## src/rtl/beat_seq_pkg.sv

```systemverilog
// Shared definitions for the beat sequencer rhythm game.
// Holds the FSM state encoding, lane/score/miss widths and a saturating score adder.
package beat_seq_pkg;

  localparam int unsigned LANES   = 4;
  localparam int unsigned SCORE_W = 8;
  localparam int unsigned MISS_W  = 4;
  localparam int unsigned ADDR_W  = 6;

  typedef enum logic [1:0] {
    StIdle,
    StCntdn,
    StPlay,
    StOver
  } state_e;

  // Adds inc to a, clamping at the all-ones score.
  function automatic logic [SCORE_W-1:0] sat_add(input logic [SCORE_W-1:0] a,
                                                 input logic [1:0]         inc);
    logic [SCORE_W:0] sum;
    sum = {1'b0, a} + {{(SCORE_W - 1){1'b0}}, inc};
    return sum[SCORE_W] ? {SCORE_W{1'b1}} : sum[SCORE_W-1:0];
  endfunction

endpackage

```

## src/rtl/sw_edge_latch.sv

```systemverilog
// Player input capture for the beat sequencer.
// Keeps a one-cycle history of the lane switches, detects rising edges and
// accumulates them into hit_mask while playing.
// Ports:
//   board_clk  clock
//   rst_btn    asynchronous active-high reset
//   sw         synchronised lane switches
//   play       high while the game is in PLAY
//   beat_tick  beat pulse; on a PLAY tick the mask restarts from this cycle's edges
//   clear      clears the mask when a new game is accepted
//   hit_mask   registered lanes pressed during the current step
module sw_edge_latch
  import beat_seq_pkg::*;
(
  input  logic             board_clk,
  input  logic             rst_btn,
  input  logic [LANES-1:0] sw,
  input  logic             play,
  input  logic             beat_tick,
  input  logic             clear,
  output logic [LANES-1:0] hit_mask
);

  logic [LANES-1:0] sw_q;
  logic [LANES-1:0] hit_mask_q, hit_mask_d;
  logic [LANES-1:0] edges;

  assign edges = sw & ~sw_q;

  always_comb begin
    hit_mask_d = hit_mask_q;
    if (clear) begin
      hit_mask_d = '0;
    end else if (play) begin
      // A press landing on the tick belongs to the step that starts now.
      hit_mask_d = beat_tick ? edges : (hit_mask_q | edges);
    end
  end

  always_ff @(posedge board_clk or posedge rst_btn) begin
    if (rst_btn) begin
      sw_q       <= '0;
      hit_mask_q <= '0;
    end else begin
      sw_q       <= sw;
      hit_mask_q <= hit_mask_d;
    end
  end

  assign hit_mask = hit_mask_q;

endmodule

```

## src/rtl/beat_sequencer.sv

```systemverilog
// Beat sequencer rhythm game: counts down, then steps through a lane pattern ROM
// on each beat, judging player presses as hits or misses until the pattern ends
// or too many misses accumulate.
// Optional feature macro: BEAT_SEQ_STREAK_EN -- hits made while four or more
// consecutive hits precede them score 2 instead of 1.
// Ports:
//   board_clk  clock;  rst_btn  asynchronous active-high reset
//   start      request to begin a game (IDLE/OVER only)
//   beat_tick  beat pulse
//   sw         synchronised lane switches
//   pat_addr   pattern ROM address;  pat_data  ROM lane mask (same-cycle read)
//   led        {hit_mask, target}
//   score      saturating hit score;  miss_cnt  misses this game
//   game       high in PLAY;  done  high in OVER
module beat_sequencer
  import beat_seq_pkg::*;
#(
  parameter int unsigned STEPS    = 32,
  parameter int unsigned MAX_MISS = 8,
  parameter int unsigned CD_BEATS = 3
) (
  input  logic                 board_clk,
  input  logic                 rst_btn,
  input  logic                 start,
  input  logic                 beat_tick,
  input  logic [LANES-1:0]     sw,
  output logic [ADDR_W-1:0]    pat_addr,
  input  logic [LANES-1:0]     pat_data,
  output logic [2*LANES-1:0]   led,
  output logic [SCORE_W-1:0]   score,
  output logic [MISS_W-1:0]    miss_cnt,
  output logic                 game,
  output logic                 done
);

  localparam logic [ADDR_W-1:0] LastStep = ADDR_W'(STEPS - 1);
  localparam logic [MISS_W-1:0] MissLim  = MISS_W'(MAX_MISS);
  localparam logic [2:0]        CdInit   = 3'(CD_BEATS);

  state_e               state_q, state_d;
  logic [2:0]           cd_cnt_q, cd_cnt_d;
  logic [ADDR_W-1:0]    pat_addr_q, pat_addr_d;
  logic [ADDR_W-1:0]    step_q, step_d;  // index of the step held in target
  logic [LANES-1:0]     target_q, target_d;
  logic [SCORE_W-1:0]   score_q, score_d;
  logic [MISS_W-1:0]    miss_q, miss_d;
  logic                 game_q, game_d;
  logic                 done_q, done_d;
`ifdef BEAT_SEQ_STREAK_EN
  logic [3:0]           streak_q, streak_d;
`endif

  logic                 start_acc;
  logic                 hit, miss;
  logic [1:0]           score_inc;
  logic [LANES-1:0]     hit_mask;

  sw_edge_latch u_sw_edge_latch (
    .board_clk (board_clk),
    .rst_btn   (rst_btn),
    .sw        (sw),
    .play      (state_q == StPlay),
    .beat_tick (beat_tick),
    .clear     (start_acc),
    .hit_mask  (hit_mask)
  );

  always_comb begin
    state_d    = state_q;
    cd_cnt_d   = cd_cnt_q;
    pat_addr_d = pat_addr_q;
    step_d     = step_q;
    target_d   = target_q;
    score_d    = score_q;
    miss_d     = miss_q;
    start_acc  = 1'b0;
`ifdef BEAT_SEQ_STREAK_EN
    streak_d   = streak_q;
`endif

    hit  = (target_q != '0) && (hit_mask == target_q);
    miss = !hit && ((target_q != '0) || (hit_mask != '0));

    score_inc = 2'd1;
`ifdef BEAT_SEQ_STREAK_EN
    if (streak_q >= 4'd4) score_inc = 2'd2;
`endif

    unique case (state_q)
      StIdle, StOver: begin
        // start wins over a coincident beat_tick; ticks are otherwise ignored here.
        if (start) begin
          start_acc  = 1'b1;
          state_d    = StCntdn;
          cd_cnt_d   = CdInit;
          pat_addr_d = '0;
          step_d     = '0;
          score_d    = '0;
          miss_d     = '0;
`ifdef BEAT_SEQ_STREAK_EN
          streak_d   = '0;
`endif
        end
      end
      StCntdn: begin
        if (beat_tick) begin
          cd_cnt_d = cd_cnt_q - 3'd1;
          if (cd_cnt_q == 3'd1) begin
            state_d    = StPlay;
            target_d   = pat_data;
            pat_addr_d = ADDR_W'(1);
            step_d     = '0;
          end
        end
      end
      StPlay: begin
        if (beat_tick) begin
          if (hit) begin
            score_d = sat_add(score_q, score_inc);
`ifdef BEAT_SEQ_STREAK_EN
            if (streak_q != 4'hF) streak_d = streak_q + 4'd1;
`endif
          end
          if (miss) begin
            miss_d = miss_q + 1'b1;
`ifdef BEAT_SEQ_STREAK_EN
            streak_d = '0;
`endif
          end
          target_d = pat_data;
          if (pat_addr_q != LastStep) pat_addr_d = pat_addr_q + 1'b1;
          if ((miss && (miss_d == MissLim)) || (step_q == LastStep)) begin
            state_d = StOver;
          end else begin
            step_d = step_q + 1'b1;
          end
        end
      end
      default: state_d = StIdle;
    endcase

    game_d = (state_d == StPlay);
    done_d = (state_d == StOver);
  end

  always_ff @(posedge board_clk or posedge rst_btn) begin
    if (rst_btn) begin
      state_q    <= StIdle;
      cd_cnt_q   <= '0;
      pat_addr_q <= '0;
      step_q     <= '0;
      target_q   <= '0;
      score_q    <= '0;
      miss_q     <= '0;
      game_q     <= 1'b0;
      done_q     <= 1'b0;
`ifdef BEAT_SEQ_STREAK_EN
      streak_q   <= '0;
`endif
    end else begin
      state_q    <= state_d;
      cd_cnt_q   <= cd_cnt_d;
      pat_addr_q <= pat_addr_d;
      step_q     <= step_d;
      target_q   <= target_d;
      score_q    <= score_d;
      miss_q     <= miss_d;
      game_q     <= game_d;
      done_q     <= done_d;
`ifdef BEAT_SEQ_STREAK_EN
      streak_q   <= streak_d;
`endif
    end
  end

  assign pat_addr = pat_addr_q;
  assign led      = {hit_mask, target_q};
  assign score    = score_q;
  assign miss_cnt = miss_q;
  assign game     = game_q;
  assign done     = done_q;

endmodule

```

## config.mk

```make
export PLATFORM = sky130hd
export DESIGN_NAME = beat_sequencer
export DESIGN_NICKNAME = d
export VERILOG_FILES = /design/src/rtl/beat_seq_pkg.sv /design/src/rtl/sw_edge_latch.sv /design/src/rtl/beat_sequencer.sv
export SDC_FILE = /design/constraint.sdc
export NUM_CORES = 1
export LEC_CHECK = 0
export CAP_MARGIN = 0
export CORE_ASPECT_RATIO = 0.6
export CORE_UTILIZATION = 45
export DETAILED_ROUTE_END_ITERATION = 10
export DONT_BUFFER_PORTS = 1
export PLACE_DENSITY = 0.69
export SYNTH_ARGS = -nofsm -noshare
export SYNTH_HDL_FRONTEND = slang
export SYNTH_SLANG_ARGS = --single-unit
```

## constraint.sdc

```tcl
create_clock -name board_clk -period 2.2 [get_ports board_clk]
set_clock_uncertainty 0.2 [all_clocks]
set_input_delay 0.55 -clock board_clk [delete_from_list [all_inputs] [get_ports board_clk]]
set_output_delay 0.55 -clock board_clk [all_outputs]
set_load 0.1 [all_outputs]
```

# Word level (Yosys, flattened, before mapping)
# Cells that the tools add are included.
[totals]
register_bits = 43
inputBits = 12
wordCells = 96
[classes]
addsub = 5
eq_ne = 17
n_mux = 40
bitwise_logic = 3
reduce_logical = 20
[op_table]
columns = ["cell", "n"]
rows = [
  ["2-to-1 mux 6 bit", 9],
  ["2-to-1 mux 4 bit", 11],
  ["case mux 6 bit (3 select lines)", 2],
  ["2-to-1 mux 8 bit", 4],
  ["case mux 4 bit (2 select lines)", 2],
  ["case mux 8 bit (2 select lines)", 1],
  ["inequality test 2 bit (second input constant)", 7],
  ["adder 6 x 1 -> 6 bit (second input constant)", 2],
  ["2-to-1 mux 2 bit", 5],
  ["AND reduction 5 bit", 2],
  ["adder 8 x 1 -> 9 bit (second input constant)", 1],
  ["equality test 2 bit (second input constant)", 4],
  ["AND reduction 4 bit", 2],
  ["nonzero test 2 bit", 4],
  ["nonzero test 4 bit", 2],
  ["equality test 6 x 5 -> 1 bit (second input constant)", 1],
  ["2-to-1 mux 3 bit", 2],
  ["inequality test 6 x 5 -> 1 bit (second input constant)", 1],
  ["case mux 2 bit (3 select lines)", 1],
  ["case mux 3 bit (2 select lines)", 1],
  ["AND reduction 3 bit", 2],
  ["adder 4 x 1 -> 4 bit (second input constant)", 1],
  ["AND 4 bit", 1],
  ["equality test 4 bit", 1],
  ["other kinds (12)", 16],
]

# Logic depth before layout (Yosys ltp)
# Gate-level depths: netlist of the first run.
[logic_depth]
ltp_word = 14
depth_mapped = 9
depth_no_buf = 8

# Hierarchy
# From an unflattened synthesis of the first run, not the netlist that was laid out.
[unflattened]
hier_cells = 251
hier_area_um2 = 2384.8
[modules_own_cells]
columns = ["mod", "n_inst", "cells_each", "area_each_um2", "seq_area_each_um2"]
rows = [
  ["beat_sequencer", 1, 229, 2090.8, 875.8],
  ["sw_edge_latch", 1, 22, 294.0, 200.2],
]

# Worst setup path after synthesis of the first run
# OpenSTA, ideal clock, no wires.
[synth_timing]
path_kind = "flip-flop to flip-flop"
start = "reg miss_q[1] (netlist: miss_cnt[1])"
end = "reg step_q[1]"
setup_ns = 0.126
arrival_time_ns = 2.326
path_slack_ns = -0.452
stages_incl_launch_ff = 9
synth_period_minus_slack_ns = 2.652
path_cell_list = "dfrtp_1 -> ha_1 -> nand4b_1 -> o311ai_1 -> nand3b_1 -> o31a_1 -> buf_6 -> a32oi_1 -> o21ai_1"
[synth_between]
elab_chain_len = 9
[synth_rtl]
columns = ["element", "line", "rtl"]
rows = [
  ["from (decl)", "beat_sequencer.sv:46", "logic [MISS_W-1:0] miss_q, miss_d;"],
  ["from (signal assigned)", "beat_sequencer.sv:167", "miss_q <= miss_d;"],
  ["adder 4 x 1 -> 4 bit", "beat_sequencer.sv:125", "miss_d = miss_q + 1'b1;"],
  ["2-to-1 mux 4 bit (*)", "beat_sequencer.sv:124", "if (miss) begin"],
  ["2-to-1 mux 4 bit (*)", "beat_sequencer.sv:117", "if (beat_tick) begin"],
  ["2-to-1 mux 4 bit (*)", "beat_sequencer.sv:89", "unique case (state_q)"],
  ["equality test 4 bit (*)", "beat_sequencer.sv:132", "if ((miss && (miss_d == MissLim)) || (step_q == LastStep)) begin"],
  ["logical AND 1 bit (*)", "beat_sequencer.sv:132", ""],
  ["logical OR 1 bit (*)", "beat_sequencer.sv:132", ""],
  ["inequality test 2 bit (no source line) (*)", "-", ""],
  ["AND reduction 5 bit (no source line) (*)", "-", ""],
  ["to (signal assigned)", "beat_sequencer.sv:164", "step_q <= step_d;"],
  ["to (decl)", "beat_sequencer.sv:43", "logic [ADDR_W-1:0] step_q, step_d;"],
]
# Every way passes the cells marked *; elsewhere a longest branch is shown, timed or not. The select of a mux whose other input is x is not followed.
# A chain may end at the register's enable or synchronous reset.

# Worst setup path in the final report of the first run
# Ends and elaborated chain as after synthesis.

==> flow_summary.json, run 1 <==
{
  "synthAdderAreaFrac": 0.04158,
  "critical_path.max_stage_delay_ps": 520,
  "postRouteAntennaNets": 0,
  "floorplan.die_area_sq_um": 5656,
  "flow.area_growth_from_synthesis_pct": 22.87,
  "muxShareOfSynthArea": 0.03586,
  "cp_data_required_time_ps": 2170,
  "clock_latency_ps": 290,
  "fmax_mhz": 468.6,
  "post_route_cells_drive_above_1_share": 0.3030,
  "place_ws_ps": 9.170,
  "global_route.overflow_total": 0,
  "synth.distinct_cells": 59,
  "yosys.area.top_type": "dfrtp_1",
  "slew_violations": 0,
  "routabilityCongestion": 0.8206,
  "synth.yosys.warnings": 0,
  "grt_most_used_layer": "met1",
  "synth_enable_flop_cells": 0,
  "kind_of_critical_path": "reg2reg",
  "post_synthesis_average_cell_area_sq_um": 9.478,
  "antenna_cells": 0,
  "critical_path.top_delay_family": "compound AO/OA/AOI/OAI gates",
  "route.detailed.drc": 0,
  "groute.layer.met1.usage": 0.3328,
  "hold_slack_ps": 84.43,
  "fp.dieH_microns": 58.66,
  "finalWorstSetupSlack_ps": 65.93,
  "tightestPinTransition_ps": 589.7,
  "synth.top_cells.by_area": "dfrtp_1, nand2_1, a21oi_1",
  "finalSetupViolCount": 0,
  "pin_count": 40,
  "clock_tree_from_tritoncts": "yes",
  "fin_crit_sh": 0.9700,
  "final_core_utilization": 0.5794,
  "fp.coreArea_sq_um": 5105,
  "sequential_area_share_after_synthesis": 0.4470,
  "non_filler_instance_count_after_layout": 363,
  "vias_per_cell": 5.675,
  "post_synth_inst_count": 254,
  "finish.net_count": 317,
  "worst_hold_path_type": "in2reg",
  "port-buffer-count": 0,
  "power_density_nw_per_um2": 966.2,
  "ffs_w_async_s_r_synth": 1.000,
  "synth.net_count": 274,
  "crit_chain": "ha_4, o311ai_4, nand3b_1, o31a_1, a32oi_1, o21ai_1",
  "routedWlPerCell_microns": 16.44,
  "drtPass1Iterations": 4,
  "total_placed_cells_including_tap_cells": 353,
  "gr-usage-met3": 0.04522,
  "cts_max_path_buffers": 2,
  "clock-root-buffer": "clkbuf_8",
  "grt_pass1_vias": 1873,
  "finalHoldViolations": 0,
  "rsz0062_at_grt": "no",
  "layout_min_cycle_time_ps": 2134,
  "cts_inserted_buffers": 5,
  "start_kind": "register",
  "postSynth.topFlopCell": "dfrtp_1",
  "cp_data_arrival_time_ps": 2110,
  "use_met2": 0.3009,
  "synth_area_sq_um": 2407,
  "capturing_element_type_of_the_critical_path": "register",
  "critical_path.slowest_cell": "dfrtp_4",
  "overall_fraction_of_global_route_tracks_in_use": 0.2127,
  "cts_sinks": 43,
  "synthXorXnorAreaFrac": 0.01455,
  "cellLeakagePower_uw": 0.001294,
  "clkSlewWorstSetupHoldPaths_ps": 90,
  "grt_antenna_before_repair": 0,
  "synth_compound_gate_area_share": 0.1642,
  "detail_route.wirelength_microns": 5968,
  "cp.buffers_inverters": 0,
  "ir_drop_mv": 0.5108,
  "synth-simple-area-share": 0.2526,
  "cts-htree-levels": 2,
  "first_pass_grt_wire_length_microns": 9108,
  "drt-initial-drc-count": 98,
  "synth.ff_latch_count": 43,
  "relSlewSlack": 0.6045,
  "rows": 20,
  "largest_family_of_logic_cells_by_synthesized_area": "simple AND/OR/NAND/NOR gates",
  "floorplan.initialDensity": 0.4716,
  "maxCapViolations": 0,
  "maximum_number_of_pins_on_one_net_before_global_route_repair": 23,
  "synthDominantCellAreaShare": 0.4470,
  "filler_cell_count": 468,
  "hpwl_detailed_microns": 4285,
  "die_width_microns": 96.43,
  "run_status": "completed",
  "crit_fanout": 6,
  "routed-via-count": 2060,
  "post-layout-total-power_uw": 2858
}
cells in the final DEF, fill, tap and decap left out, types with 2 or more instances in the layout:
cell type,instances
nor2_4,2
and3_1,6
o31a_1,2
nor4_1,2
nor3_2,3
nand3b_1,4
inv_1,13
nand4_1,3
nand2b_1,5
ha_4,2
clkbuf_8,5
xor2_1,2
nand3_1,12
xnor2_1,2
o21ai_1,2
dfrtp_2,14
nor3_1,5
o2bb2ai_1,2
o21ai_0,14
and4b_1,2
buf_4,41
mux2i_1,3
clkbuf_1,2
nand4b_1,2
ha_1,6
mux2_2,5
dfrtp_4,2
a21oi_1,20
nand2_1,31
dfrtp_1,27
a41o_1,2
nor2_1,16
nor2b_1,4
a32oi_1,3
layer usage:
layer,vias to the layer above,part of all wire
met4,0,0.0044
met5,-,0
met1,1000,0.51
met2,53,0.43
li1,1005,-
met3,2,0.054
flip-flops by register name, indices dropped and copies added, names as in the netlist:
register,cells
score,8
pat_addr,6
step_q,6
u_sw_edge_latch.hit_mask,4
miss_cnt,4
state_q,2
done,1
cd_cnt_q,3
target_q,4
game,1
u_sw_edge_latch.sw_q,4
cell usage after synthesis (3+ instances only):
master / count
o21ai_0: 14
nor2_1: 16
nand3_1: 12
inv_1: 14
nor2b_1: 4
nand4_1: 3
dfrtp_1: 43
nor3_1: 6
mux2_2: 5
nand3b_1: 4
a21oi_1: 20
a32oi_1: 3
and3_1: 6
mux2i_1: 3
nand2_1: 31
ha_1: 8
nand2b_1: 7
clkbuf_1: 4
cells by family (layout without fill, tap and decap cells):
family / count (synthesis) / in the layout
AND/OR/NAND/NOR: 108 / 108
AO/OA/AOI/OAI: 60 / 61
flip-flops: 43 / 43
buffers and inverters: 23 / 65
adder cells (fa/ha/maj): 8 / 8
multiplexers: 8 / 8
XOR/XNOR: 4 / 4
path summary, 6_finish.rpt:
check | end | cells past startpoint | startpoint | slack, ps
worst max-delay path | step_q[1] | 6 | miss_cnt[1] | 70
worst min-delay path | u_sw_edge_latch.sw_q[2] | 0 | sw[2] | 80
worst max register to register | step_q[1] | 6 | miss_cnt[1] | 70
worst min register to register | cd_cnt_q[1] | 2 | cd_cnt_q[1] | 360
max in group asynchronous | score[1] | 3 | rst_btn | 800
min in group asynchronous | score[3] | 2 | rst_btn | 500
power breakdown:
group / leakage (uW) / internal (uW) / switching [uW]
logic: 0.000709 / 450 / 941
clock network: 0.0000383 / 219 / 259
registers: 0.000547 / 893 / 95.5
total: 0.00129 / 1560 / 1300
worst reg2reg max path: cells and delay by family, from the launching register on:
family / cells / cell delay [ps]
compound gates: 4 / 940
flops: 1 / 520
fa+ha+maj: 1 / 190
simple gates: 1 / 150
what timing repair did:
| item | 4_1_cts | 5_1_grt |
|---|---|---|
| gates resized for setup | 0 | 10 |
| pin swaps | 0 | 3 |
| endpoints found under the setup margin | 1 | 13 |
| buffers inserted | 0 | 1 |
| endpoints found under the hold margin | 12 | 0 |
| hold buffers | 1 | 0 |
| gates cloned | 1 | 0 |
stage by stage:
step	TNS [ps]	cell area, sq um
finish	0	2958
global placement	0	2789
CTS	0	2884
global route	0	2958
detailed placement	0	2789
floorplan	-10.70	2432
layout make-up:
class	count	area, sq um	share of cell area
clock buffers	7	76.32	0.02580
inverters	14	52.55	0.01777
multi-input cells	189	1296	0.4382
flip-flops and latches	43	1101	0.3723
well taps	66	82.58	0.02792
repair buffers	44	349.1	0.1180
Power figures use the tool's default switching activity.
==> run 2, diff against run 1 <==
--- a/config.mk
+++ b/config.mk
@@ -11,6 +11,7 @@
 export DETAILED_ROUTE_END_ITERATION = 10
 export DONT_BUFFER_PORTS = 1
 export PLACE_DENSITY = 0.69
+export SETUP_SLACK_MARGIN = 0.3
 export SYNTH_ARGS = -nofsm -noshare
 export SYNTH_HDL_FRONTEND = slang
 export SYNTH_SLANG_ARGS = --single-unit
==> run 2 against run 1 <==
Net effect: setup slack got worse by 35 ps; design area is 15% higher; sequential power grew 4%; largest power group unchanged; highest routed layer unchanged; clock power increased by 12%; first-iteration DRC count up 35%; via count grew 4.9%; critical endpoint is now step_q[4].
==> flow_summary.json, run 2 (synthesis results as in run 1) <==
{
  "power_density_nw_per_um2": 961.2,
  "first_pass_grt_wire_length_microns": 9880,
  "mostFrequentLayoutCell": "buf_4",
  "kind_of_critical_path": "reg2reg",
  "ir_drop_mv": 0.8884,
  "detail_route.wirelength_microns": 6308,
  "total_placed_cells_including_tap_cells": 352,
  "fmax_mhz": 461.1,
  "finalWorstSetupSlack_ps": 31.10,
  "maxCapViolations": 0,
  "detailed_routed_wire_length_on_met3_microns": 336,
  "number_of_flip_flops_in_the_largest_register": 8,
  "timing.reg2reg.worst_path_depth": 7,
  "post-layout-total-power_uw": 3270,
  "fp.dieH_microns": 58.66,
  "clkSlewWorstSetupHoldPaths_ps": 90,
  "overall_fraction_of_global_route_tracks_in_use": 0.2327,
  "floorplan.die_area_sq_um": 5656,
  "worst-r2r-setup-slack_ps": 30,
  "cts_sinks": 43,
  "layout_min_cycle_time_ps": 2169,
  "grt_antenna_before_repair": 0,
  "maximum_number_of_pins_on_one_net_before_global_route_repair": 44,
  "fp.coreArea_sq_um": 5105,
  "cp_data_arrival_time_ps": 2200,
  "antenna_cells": 0,
  "rows": 20,
  "route.met2.wl_microns": 2760,
  "route.detailed.drc": 0,
  "place_ws_ps": 38.62,
  "topRoutingLayerUsed": "met4",
  "crit_fanout": 4,
  "postRouteAntennaNets": 0,
  "tightestPinTransition_ps": 434.0,
  "drtPass1Iterations": 4,
  "start_kind": "register",
  "port-buffer-count": 0,
  "p_clk_frac": 0.164,
  "post_route_cells_drive_above_1_share": 0.4696,
  "worst_hold_path_type": "in2reg",
  "cts_max_path_buffers": 2,
  "cellLeakagePower_uw": 0.001463,
  "hold_slack_ps": 64.63,
  "pwr-share-seq": 0.315,
  "intPower_uw": 1814,
  "clock_tree_from_tritoncts": "yes",
  "clock-root-buffer": "clkbuf_8",
  "routed-via-count": 2160,
  "relSlewSlack": 0.7101,
  "slew_violations": 0,
  "cts-htree-levels": 2,
  "cp_data_required_time_ps": 2230,
  "grt_pass1_vias": 2013,
  "timing.hold.worst_path_depth": 0,
  "holdPathEnd": "u_sw_edge_latch.sw_q[2]",
  "finalHoldViolations": 0,
  "cts_inserted_buffers": 5,
  "filler_cell_count": 406,
  "flow.area_growth_from_synthesis_pct": 41.32,
  "capturing_element_type_of_the_critical_path": "register",
  "rsz0062_at_grt": "yes",
  "hpwl_detailed_microns": 4134,
  "power.share.combinational": 0.522,
  "total_switching_power_uw": 1456,
  "routedWlPerCell_microns": 16.64,
  "routabilityCongestion": 0.7773,
  "drt-initial-drc-count": 132,
  "power_switching_share": 0.4452,
  "finish.net_count": 332,
  "finalSetupViolCount": 0,
  "worst_r2r_startpoint": "miss_cnt[1]",
  "clock_latency_ps": 300,
  "vias_per_cell": 5.699,
  "non_filler_instance_count_after_layout": 379,
  "run_status": "completed",
  "global_route.overflow_total": 0,
  "wl_met1_microns": 3133,
  "layout.cells.most_common_list": "buf_4, nand2_1, dfrtp_1",
  "totalNegativeSetupSlack_ps": 0,
  "critical_path.reg2reg.endpoint": "step_q[4]",
  "timing.hold.worst.start": "sw[2]",
  "pin_count": 40,
  "floorplan.initialDensity": 0.4716,
  "die_width_microns": 96.43,
  "fin_crit_sh": 0.9859
}
run 2: cell types whose count changed in the layout (fill, tap and decap cells not counted), sizes merged:
| cell | change |
|---|---|
| o31a | -1 |
| buf | +16 |
| clkinv | +1 |
run 2: what timing repair did:
action,4_1_cts,5_1_grt
hold buffers,1,0
pin swaps,17,18
resized for setup,29,34
buffers inserted,8,10
endpoints found under the hold margin,43,0
endpoints found under the setup margin,30,33
run 2: area by class of cell:
type                       instances  area (sq um)  share of cell area
inverter                          14         55.05             0.01618
multi-input combinational        188          1518              0.4461
sequential                        43          1136              0.3339
timing repair buffer              60         519.2              0.1526
clock buffer                       7         86.33             0.02538
clock inverter                     1         5.005            0.001471
tap                               66         82.58             0.02427
run 2: layer usage:
layer	vias up	track usage
li1	1023	-
met4	0	0.09244
met2	53	0.3181
met3	9	0.06460
met1	1075	0.3469
met5	-	0
run 2: critical path: stages (launching register included):
cell      delay, ps
dfrtp_4         520
ha_4            190
o311ai_4        220
nand3b_1        150
buf_4           170
or3_4           350
and4_4          200
nor3_2           90
run 2: worst max-delay path by stage:
stage           startpoint        end  slack [ps]  cells past startpoint
6_report       miss_cnt[1]  step_q[4]          30                      7
5_1_grt        target_q[1]  step_q[2]         -30                      6
4_1_cts        miss_cnt[1]  step_q[4]          80                      7
3_5_place_dp   miss_cnt[1]       game          40                      7
3_3_place_gp   miss_cnt[1]       game          60                      7
2_1_floorplan  miss_cnt[1]  step_q[1]          60                      7
run 2: stage by stage:
step / instance area [sq um] / util
6_report: 3402 / 0.6664
5_1_grt: 3402 / 0.6664
4_1_cts: 3207 / 0.6282
3_5_place_dp: 2900 / 0.5681
3_3_place_gp: 2900 / 0.5681
2_1_floorplan: 2556 / -
run 2: power by group through the flow:
stage | Combinational (uW) | Sequential [uW] | Clock [uW]
final | 1710 | 1030 | 535
after global routing | 1800 | 1050 | 571
after floorplan | 626 | 1410 | 0
after CTS | 1490 | 1030 | 542
after global placement | 1310 | 1020 | 0
after detailed placement | 1320 | 1020 | 0
==> run 3, diff against run 2 <==
--- a/config.mk
+++ b/config.mk
@@ -5,6 +5,7 @@
 export SDC_FILE = /design/constraint.sdc
 export NUM_CORES = 1
 export LEC_CHECK = 0
+export ABC_AREA = 1
 export CAP_MARGIN = 0
 export CORE_ASPECT_RATIO = 0.6
 export CORE_UTILIZATION = 45
==> run 3 against run 2 <==
Net effect: global-route usage shrank 1.6 points; sequential cell count unchanged; synthesized cell count grew 13%; sequential power up 5%; synthesized area is 2.7% lower; register-to-register slack improved by 180 ps; highest routed layer unchanged.
==> flow_summary.json, run 3 <==
{
  "synthDominantCellAreaShare": 0.4594,
  "p_clk_frac": 0.159,
  "routabilityCongestion": 0.8437,
  "gr-usage-met3": 0.05643,
  "clkSlewWorstSetupHoldPaths_ps": 80,
  "post_synthesis_average_cell_area_sq_um": 8.161,
  "synth_enable_flop_cells": 0,
  "filler_cell_count": 375,
  "critical_path.slowest_cell": "dfrtp_4",
  "port-buffer-count": 0,
  "rows": 19,
  "rsz0062_at_grt": "yes",
  "use_met2": 0.3184,
  "number_of_flip_flops_in_the_largest_register": 8,
  "drt-initial-drc-count": 93,
  "clock_tree_from_tritoncts": "yes",
  "routed-via-count": 2103,
  "antenna_cells": 0,
  "non_filler_instance_count_after_layout": 403,
  "route.detailed.drc": 0,
  "run_status": "completed",
  "synth.net_count": 307,
  "cts_sinks": 43,
  "fin_crit_sh": 0.9026,
  "finish.net_count": 359,
  "pwr-share-seq": 0.280,
  "vias_per_cell": 5.218,
  "postSynth.topFlopCell": "dfrtp_1",
  "hpwl_detailed_microns": 3872,
  "floorplan.initialDensity": 0.4902,
  "layout.cells.most_common_list": "inv_1, buf_4, nand2_1",
  "drtPass1Iterations": 5,
  "slew_violations": 0,
  "cts-htree-levels": 2,
  "ir_drop_mv": 0.8494,
  "synth.distinct_cells": 31,
  "first_pass_grt_wire_length_microns": 8997,
  "crit_fanout": 5,
  "yosys.area.top_type": "dfrtp_1",
  "postRouteAntennaNets": 0,
  "finalSetupViolCount": 0,
  "fmax_mhz": 503.6,
  "synth.yosys.warnings": 0,
  "maximum_number_of_pins_on_one_net_before_global_route_repair": 27,
  "totalNegativeSetupSlack_ps": 0,
  "power.share.combinational": 0.560,
  "cp.buffers_inverters": 2,
  "ffs_w_async_s_r_synth": 1.000,
  "floorplan.die_area_sq_um": 5507,
  "grt_most_used_layer": "met2",
  "cts_max_path_buffers": 2,
  "count_leader_synth": "inv_1",
  "synthTopCellsByCount": "inv_1, nand2_1, dfrtp_1",
  "fp.coreArea_sq_um": 4778,
  "cts_inserted_buffers": 5,
  "post_route_cells_drive_above_1_share": 0.4324,
  "post_synth_inst_count": 287,
  "clock_latency_ps": 300,
  "die_width_microns": 95.14,
  "cellLeakagePower_uw": 0.001393,
  "mostFrequentLayoutCell": "inv_1",
  "cp_data_arrival_time_ps": 2010,
  "finalHoldViolations": 0,
  "total_placed_cells_including_tap_cells": 381,
  "critical_path.max_stage_delay_ps": 500,
  "flow.area_growth_from_synthesis_pct": 34.35,
  "fp.dieH_microns": 57.89,
  "detail_route.wirelength_microns": 5709,
  "power_switching_share": 0.4865,
  "total_switching_power_uw": 1869,
  "synth_area_sq_um": 2342,
  "critPathMostFrequentCell": "nand2_2",
  "sequential_area_share_after_synthesis": 0.4594,
  "clock-root-buffer": "clkbuf_8",
  "synth.top_cells.by_area": "dfrtp_1, inv_1, nand2_1",
  "grt_antenna_before_repair": 0,
  "routedWlPerCell_microns": 14.17,
  "critical_path.top_delay_family": "simple AND/OR/NAND/NOR gates",
  "layout_min_cycle_time_ps": 1986,
  "kind_of_critical_path": "reg2reg",
  "tightestPinTransition_ps": 666.1,
  "relSlewSlack": 0.5532,
  "overall_fraction_of_global_route_tracks_in_use": 0.2170,
  "power_density_nw_per_um2": 1221,
  "intPower_uw": 1974,
  "cp_data_required_time_ps": 2230,
  "groute.layer.met1.usage": 0.3158,
  "pin_count": 40,
  "maxCapViolations": 0,
  "global_route.overflow_total": 0,
  "worst_hold_path_type": "in2reg",
  "post-layout-total-power_uw": 3843,
  "synth.ff_latch_count": 43,
  "grt_pass1_vias": 1884,
  "start_kind": "register",
  "crit_chain": "nand2_2, nand2_2, nor2_4, inv_2, nor4_4, nand2_2, inv_2, o21ai_1, o21ai_1",
  "capturing_element_type_of_the_critical_path": "register"
}
==> run 3: cell count changes in the layout (fill, tap and decap cells not counted), moves of 5 or more <==
cell | before | now
inv_1 | 10 | 43
nand2_2 | 2 | 19
inv_2 | 2 | 15
buf_6 | 11 | 1
o22ai_1 | 1 | 9
and3_1 | 6 | 0
nand2_1 | 28 | 34
buf_4 | 46 | 41
mux2_4 | 5 | 0
o21ai_0 | 7 | 12
==> run 3: final timing paths <==
| check | start | endpoint | slack [ps] | depth (start not counted) |
|---|---|---|---|---|
| hold / removal | sw[0] | u_sw_edge_latch.sw_q[0] | 80 | 0 |
| setup reg to reg | target_q[0] | score[1] | 210 | 9 |
| hold reg to reg | u_sw_edge_latch.sw_q[3] | u_sw_edge_latch.hit_mask[3] | 240 | 1 |
| max in group asynchronous | rst_btn | miss_cnt[2] | 740 | 3 |
| min in group asynchronous | rst_btn | pat_addr[0] | 520 | 2 |
| setup / recovery | target_q[0] | score[1] | 210 | 9 |
==> run 3: layer usage <==
layer,up-vias,wire (microns)
li1,1041,-
met1,998,2822
met2,53,2511
met3,11,311
met4,0,63
met5,-,0
==> run 3: power by group through the flow <==
stage	Sequential, uW	Combinational, uW	Clock, uW
floorplan	1570	831	0
global placement	1070	1640	0
detailed placement	1080	1670	0
CTS	1070	1910	618
global route	1090	2300	654
finish	1080	2150	612
==> run 3: timing repair <==
item / in CTS / in global routing
resized for setup: 36 / 25
hold buffers: 1 / 0
gates cloned: 2 / 0
endpoints found under the setup margin: 29 / 30
hold endpoints to repair: 17 / 0
pin swaps: 14 / 10
buffers inserted: 4 / 7
==> run 3: kinds of logic (layout without fill, tap and decap cells) <==
family	count (synthesis)	count (layout)	synth area share
buf+inv	62	114	0.1036
xor+xnor	5	5	0.01870
fa+ha+maj	8	8	0.04274
flops	43	43	0.4594
compound gates	65	66	0.1672
simple gates	104	104	0.2083
==> run 3: worst reg2reg max path, cell delays in order, from the launching register on <==
cell and delay [ps]:
dfrtp_4 500, nand2_2 80, nand2_2 60, nor2_4 180, inv_2 60, nor4_4 360
nand2_2 200, inv_2 130, o21ai_1 70, o21ai_1 70
==> run 3: area by class of cell <==
class | instances | area (sq um) | area share
clock buffers | 7 | 76.32 | 0.02425
well taps | 63 | 78.83 | 0.02505
inverters | 61 | 234.0 | 0.07435
repair buffers | 44 | 349.1 | 0.1109
flip-flops and latches | 43 | 1147 | 0.3646
repair inverters | 1 | 7.507 | 0.002386
multi-input cells | 183 | 1224 | 0.3889
clock inverters | 1 | 30.03 | 0.009543
==> run 3: metrics by stage <==
step	hold WS, ps	utilization	setup slack (ps)	cell area (sq um)
6_report	79.38	0.6585	214.3	3147
5_1_grt	57.94	0.6585	118.8	3147
4_1_cts	71.55	0.6308	267.1	3014
3_5_place_dp	229.7	0.5727	99.94	2736
3_3_place_gp	223.1	0.5727	139.4	2736
2_1_floorplan	218.1	-	257.2	2419
